## config.mk

```make
export PLATFORM = sky130hd
export DESIGN_NAME = relu_pass_ctrl
export DESIGN_NICKNAME = d
export VERILOG_FILES = /design/src/rtl/relu_pass_ctrl.sv
export SDC_FILE = /design/constraint.sdc
export NUM_CORES = 1
export LEC_CHECK = 0
export ABC_AREA = 0
export BUFFER_PORTS_ARGS = -buffer_cell sky130_fd_sc_hd__buf_4
export CORE_MARGIN = 4
export CORE_UTILIZATION = 25
export CTS_CLUSTER_DIAMETER = 80
export DETAILED_ROUTE_END_ITERATION = 7
export PLACE_DENSITY = 0.44
export RECOVER_POWER = 100
export SYNTH_ARGS = -nofsm -noshare
export SYNTH_HDL_FRONTEND = slang
export SYNTH_SLANG_ARGS = --single-unit
```

## constraint.sdc

```tcl
create_clock -name clk -period 3.45 [get_ports clk]
set_input_delay 0.69 -clock clk [delete_from_list [all_inputs] [get_ports clk]]
set_output_delay 0.69 -clock clk [all_outputs]
set_load 0.02 [all_outputs]
```

## src/rtl/relu_pass_ctrl.sv

```systemverilog
// relu_pass_ctrl: sequences one ReLU pass, reading a source buffer through an external Relu
// and writing rectified words to a destination buffer with a fixed 2-cycle read-to-write latency.
module relu_pass_ctrl #(
   parameter int ADDR_W = 12,
   parameter int DATA_W = 32
) (
   input  logic              clk,
   input  logic              rst_n,
   input  logic              start,
   input  logic [ADDR_W-1:0] cfg_src_base,
   input  logic [ADDR_W-1:0] cfg_dst_base,
   input  logic [ADDR_W:0]   cfg_len,
   input  logic              hold,
   output logic              rd_en,
   output logic [ADDR_W-1:0] rd_addr,
   input  logic [DATA_W-1:0] rd_data,
   output logic [DATA_W-1:0] relu_din,
   input  logic [DATA_W-1:0] relu_dout,
   output logic              wr_en,
   output logic [ADDR_W-1:0] wr_addr,
   output logic [DATA_W-1:0] wr_data,
   output logic              busy,
   output logic              done,
   output logic [ADDR_W:0]   neg_cnt
);
   typedef enum logic [1:0] {IDLE, RUN, DRAIN, DONE} state_t;

   state_t            r_state, w_next;
   logic [ADDR_W-1:0] r_src, r_dst;
   logic [ADDR_W:0]   r_len, r_issue, r_wcnt;
   logic              r_v1, r_v2;
   logic              w_frz, w_last_rd, w_last_wr;

   // hold freezes everything except in IDLE, where it must not block a start
   assign w_frz     = hold && (r_state != IDLE);
   assign rd_en     = (r_state == RUN) && !hold;
   assign rd_addr   = r_src + r_issue[ADDR_W-1:0];
   assign wr_en     = r_v2 && !hold;
   assign wr_addr   = r_dst + r_wcnt[ADDR_W-1:0];
   assign relu_din  = rd_data;
   assign busy      = (r_state == RUN) || (r_state == DRAIN);
   assign done      = (r_state == DONE) && !hold;
   assign w_last_rd = rd_en && (r_issue == r_len - 1'b1);
   assign w_last_wr = wr_en && (r_wcnt == r_len - 1'b1);

   always_comb begin
      w_next = r_state;
      case (r_state)
         IDLE:    w_next = start ? ((cfg_len == '0) ? DONE : RUN) : IDLE;
         RUN:     w_next = w_last_rd ? DRAIN : RUN;
         DRAIN:   w_next = w_last_wr ? DONE : DRAIN;
         default: w_next = IDLE;
      endcase
   end

   always_ff @(posedge clk or negedge rst_n) begin
      if (!rst_n) begin
         r_state <= IDLE;
         r_src   <= '0;
         r_dst   <= '0;
         r_len   <= '0;
         r_issue <= '0;
         r_wcnt  <= '0;
         r_v1    <= 1'b0;
         r_v2    <= 1'b0;
         wr_data <= '0;
         neg_cnt <= '0;
      end else if (!w_frz) begin
         r_state <= w_next;
         r_v1    <= rd_en;
         r_v2    <= r_v1;
         if (r_state == IDLE && start) begin
            r_src   <= cfg_src_base;
            r_dst   <= cfg_dst_base;
            r_len   <= cfg_len;
            r_issue <= '0;
            r_wcnt  <= '0;
            neg_cnt <= '0;
         end
         if (rd_en) r_issue <= r_issue + 1'b1;
         if (wr_en) r_wcnt <= r_wcnt + 1'b1;
         if (r_v1) begin
            wr_data <= relu_dout;
            neg_cnt <= neg_cnt + (ADDR_W+1)'(rd_data[DATA_W-1]);
         end
      end
   end
endmodule

```

After elaboration in Yosys (flattened, before gate mapping). Index checks and enable logic that the tools add are counted.

Output and inout port bits: 105. Bits in registers: 112. Word-level logic and storage cells: 51. Bits of input ports: 105.

Mux-type cells: 9. Reduce and logical (&&, ||, !) cells: 20. Bitwise logic cells: 1. Equal/unequal tests: 5. Add/subtract/negate cells: 6.

Operators with widths (count): 2-to-1 mux 13 bit (4); adder 13 x 1 -> 13 bit, second input constant (2); equality test 13 bit (2); adder 12 bit (2); adder 13 x 1 -> 13 bit (1); logical NOT 13 bit (1); subtractor 13 x 1 -> 13 bit, second input constant (1); AND reduction 2 bit (5); nonzero test 2 bit (4); logical AND 1 bit (7); 2-to-1 mux 2 bit (3); case mux 2 bit (3 select lines) (1); equality test 2 bit, second input constant (2); equality test 2 x 1 -> 1 bit, second input constant (1); logical NOT 2 bit (1); logical NOT 1 bit (1); logical OR 1 bit (1); 2-to-1 mux 1 bit (1); NOT 1 bit (1).

Depth between registers and ports, before layout.
Depth in word-level cells: 5. Depth in mapped cells: 11. Depth with buffers taken out: 10.

Worst setup path after synthesis. Ideal clock, no wire load.

Path kind: register to output. Start point: register r_issue[1]. End point: output port rd_addr[11]. Arrival: 2296 ps. Cell stages (with the launch flop): 9. Path buffers: 0. Path slack: 464 ps. Required time: 2760 ps. Cells stage by stage: dfrtp_1 > ha_1 > a21o_1 > a21oi_1 > nor2b_1 > o41ai_1 > o21ai_0 > o41a_1 > xnor2_1.

Cells in the longest elaborated chain, start to end: 1.

Ends and longest elaborated chain: start, declared (line 30) `logic [ADDR_W:0] r_len, r_issue, r_wcnt;`; start signal, assigned (line 80) `if (rd_en) r_issue <= r_issue + 1'b1;`; adder 12 bit (line 37) `assign rd_addr = r_src + r_issue[ADDR_W-1:0];`; end, declared (line 15) `output logic [ADDR_W-1:0] rd_addr,`.

Every way passes these cells.

Final worst setup path.
Start point: register r_wcnt[1]. End point: output port wr_addr[11].

Cells in the longest elaborated chain, start to end: 1.

Ends and longest elaborated chain: start, declared (line 30); start signal, assigned (line 81) `if (wr_en) r_wcnt <= r_wcnt + 1'b1;`; adder 12 bit (line 39) `assign wr_addr = r_dst + r_wcnt[ADDR_W-1:0];`; end, declared (line 20) `output logic [ADDR_W-1:0] wr_addr,`.

Every way passes these cells.

==> flow_metrics.py <==
metrics = {
    "sta": {
        "hold_violations": 0,
        "tightest_slew_ps": 1980,
        "relSlewSlack": -0.323,
        "max_clock_freq_ghz": 0.304,
        "finalMaxSlewViolations": 35,
        "setup_viol": 0,
        "period_minus_slack_ps": 3290,
        "clock_skew_ps": 9.48,
        "finalCritPeriodShare": 0.954,
    },
    "clocking": {
        "clk_latency_ps": 360,
        "htreeDepth": 3,
        "ctsHoldBuffers": 0,
        "cts_buffers": 9,
        "cts-root-buf": "clkbuf_16",
        "ctsLongestPathBuffers": 2,
        "cts_tree": "done",
        "clk_pin_slew_ps": 80,
        "cts_sinks": 112,
    },
    "synthesis": {
        "synth_nets": 864,
        "synth_cell_types": 58,
        "synth_top_family_by_area": "simple AND/OR/NAND/NOR gates",
        "synthArstFlopShare": 1.00,
        "yosysWarnings": 0,
        "seq_area_frac_synth": 0.423,
        "synthSimpleGateAreaFrac": 0.200,
        "ys_seq_elements": 112,
        "synth-adder-area-share": 0.0645,
        "synthFlopType": "dfrtp_1",
        "synthMuxAreaShare": 0.0604,
        "synth_xor_area_frac": 0.0687,
        "synth_cells": 726,
        "syn_avg_cell_area_um2": 9.14,
        "synth-edff-count": 0,
        "netlist_area_mm2": 0.00663,
        "synth_compound_area_frac": 0.120,
    },
    "detailed_routing": {
        "wl_um": 18100,
        "vias": 5383,
        "drtPass1Iterations": 4,
        "drt_iter0_drc": 157,
        "via_per_inst": 4.53,
        "drtAntennaViolNets": 0,
        "wl_met3_um": 1280,
        "drc": 0,
        "dr.max_layer_used": "met4",
        "wl_per_cell_um": 15.3,
        "met2_length_um": 8400,
        "met1Wirelength_um": 8280,
    },
    "critical_path": {
        "critPathCaptureType": "primary output",
        "startpoint_type": "register",
        "required_ps": 2760,
        "crit_arrival_ps": 2600,
        "r2r_cells": 7,
        "cp_max_fo": 5,
        "slowest_stage": "dfrtp_2",
        "cpPeakStageDelay_ps": 450,
        "worstSetupPathType": "reg2out",
        "crit_chain": "ha_4 -> a21o_1 -> a21oi_2 -> nor2b_2 -> nor4_4 -> o31ai_2 -> o41ai_2 -> xnor2_1 -> buf_4",
    },
    "outcome": {
        "status": "finished, violations left",
        "violations": "max-capacitance violations, max-slew violations",
    },
    "global_routing": {
        "grt_pass1_vias": 5655,
        "antenna_found_initial": 0,
        "grt_first_pass_wirelength_um": 29700,
        "track_usage": 0.126,
        "grt_start_max_net_pins": 51,
        "overflow": 0,
    },
    "pwr": {
        "power_density_mw_per_mm2": 817,
        "p_leak_nw": 3.71,
        "ir_drop_mv": 0.290,
    },
    "final_layout": {
        "final_common_cell": "nand2_1",
        "syn2layout_area_growth_pct": 23.0,
        "fin_util": 0.313,
        "finalInstanceArea_mm2": 0.00816,
        "drive_gt1_frac": 0.215,
        "nNetsFinal": 987,
        "nFillCells": 2824,
        "diodes": 0,
        "layout_common_cells": "nand2_1, dfrtp_1, buf_4",
        "layout.cells.non_filler": 1189,
    },
    "flow_run": {
        "drv_cap": 1,
    },
    "floorplan": {
        "die_h_um": 171,
        "start_util": 0.255,
        "coreArea_mm2": 0.0261,
        "boundaryPins": 210,
        "die-area_mm2": 0.0292,
        "std_cell_rows": 59,
        "die_x_um": 171,
    },
    "place": {
        "place.gp.congestion": 0.744,
        "placed_cells": 1165,
        "dpl_cell_area_mm2": 0.00793,
        "hpwl_um": 13700,
        "io_buffers": 147,
    },
    "hold_path": {
        "hold_depth": 2,
        "hold_path_class": "reg2reg",
    },
}
per-layer routing:
metal	up-vias	GRT usage
met5	-	0
met2	114	0.203
li1	2720	-
met3	11	0.0418
met1	2538	0.165
met4	0	0.0320
per-stage QoR:
step / power (W) / setup TNS (ps) / worst slack [ps] / hold WS (ps)
2_1_floorplan: 0.00448 / 0 / 464 / 394
3_3_place_gp: 0.00579 / 0 / 280 / 471
3_5_place_dp: 0.00579 / 0 / 258 / 470
4_1_cts: 0.00696 / -0.797 / -0.797 / 292
5_1_grt: 0.00724 / -16.4 / -16.4 / 505
6_report: 0.00666 / 0 / 159 / 487
logic make-up after synthesis:
family                     count (synthesis)
AOI/OAI and AO/OA                        120
adders and majority gates                 33
buffers and inverters                     81
xor gates and xnor gates                  52
muxes                                     36
DFF                                      112
and+or+nand+nor                          292
sequential cells by signal (all words and copies together), names as in the netlist:
name / flops
neg_cnt: 13
r_dst: 12
r_issue: 13
r_len: 13
r_src: 12
r_state: 2
r_v1: 1
r_v2: 1
r_wcnt: 13
wr_data: 32
worst max-delay path, delay by kind of cell (launching register included):
| kind | cells | cell delay [ps] |
|---|---|---|
| xor gates and xnor gates | 1 | 160 |
| buffers and inverters | 1 | 160 |
| and+or+nand+nor | 2 | 390 |
| adders and majority gates | 1 | 220 |
| DFF | 1 | 450 |
| AOI/OAI and AO/OA | 4 | 870 |
synthesized netlist by cell type, types with 8 or more instances:
cell type  instances  area, um2
nand2_1          146        548
dfrtp_1          112       2800
o21ai_0           49        245
nor2_1            44        165
buf_4             32        240
mux2_2            32        360
ha_1              31        388
xnor2_1           30        263
inv_1             24       90.1
nand3_1           23        115
xor2_1            22        193
clkbuf_1          21       78.8
a21oi_1           13       65.1
nor3_1            13       65.1
nand2b_1          12       75.1
nand4_1           12       75.1
o31ai_1           10       75.1
nor2b_1            9       56.3
o211ai_1           9       67.6
and3_1             8       50.1
final timing paths:
path / slack, ps / start / end
max in group asynchronous: 820 / rst_n / r_wcnt[0]
min reg2reg: 490 / r_dst[0] / r_dst[0]
max reg2reg: 680 / r_len[0] / r_state[0]
min: 490 / r_dst[0] / r_dst[0]
min in group asynchronous: 880 / rst_n / neg_cnt[12]
max: 160 / r_wcnt[1] / wr_addr[11]
power breakdown:
group / switching [W] / leakage, nW / internal (W)
clock: 0.000535 / 0.144 / 0.000573
combinational: 0.00198 / 2.16 / 0.00139
sequential: 0.000401 / 1.41 / 0.00178
total: 0.00292 / 3.71 / 0.00374
layout make-up:
| type | instances | area (um2) | share of cell area |
|---|---|---|---|
| inverter | 26 | 97.6 | 0.0120 |
| sequential | 112 | 2810 | 0.344 |
| timing repair buffer | 167 | 1040 | 0.128 |
| clock inverter | 7 | 78.8 | 0.00967 |
| clock buffer | 9 | 225 | 0.0276 |
| tap | 335 | 419 | 0.0514 |
| multi-input combinational | 533 | 3480 | 0.427 |
timing repair:
| item | in CTS | in global routing |
|---|---|---|
| pin swaps | 0 | 10 |
| setup endpoints to repair | 4 | 6 |
| buffers inserted | 0 | 8 |
| gates resized for setup | 6 | 18 |
Note: power is estimated with default switching activity, not from simulation.
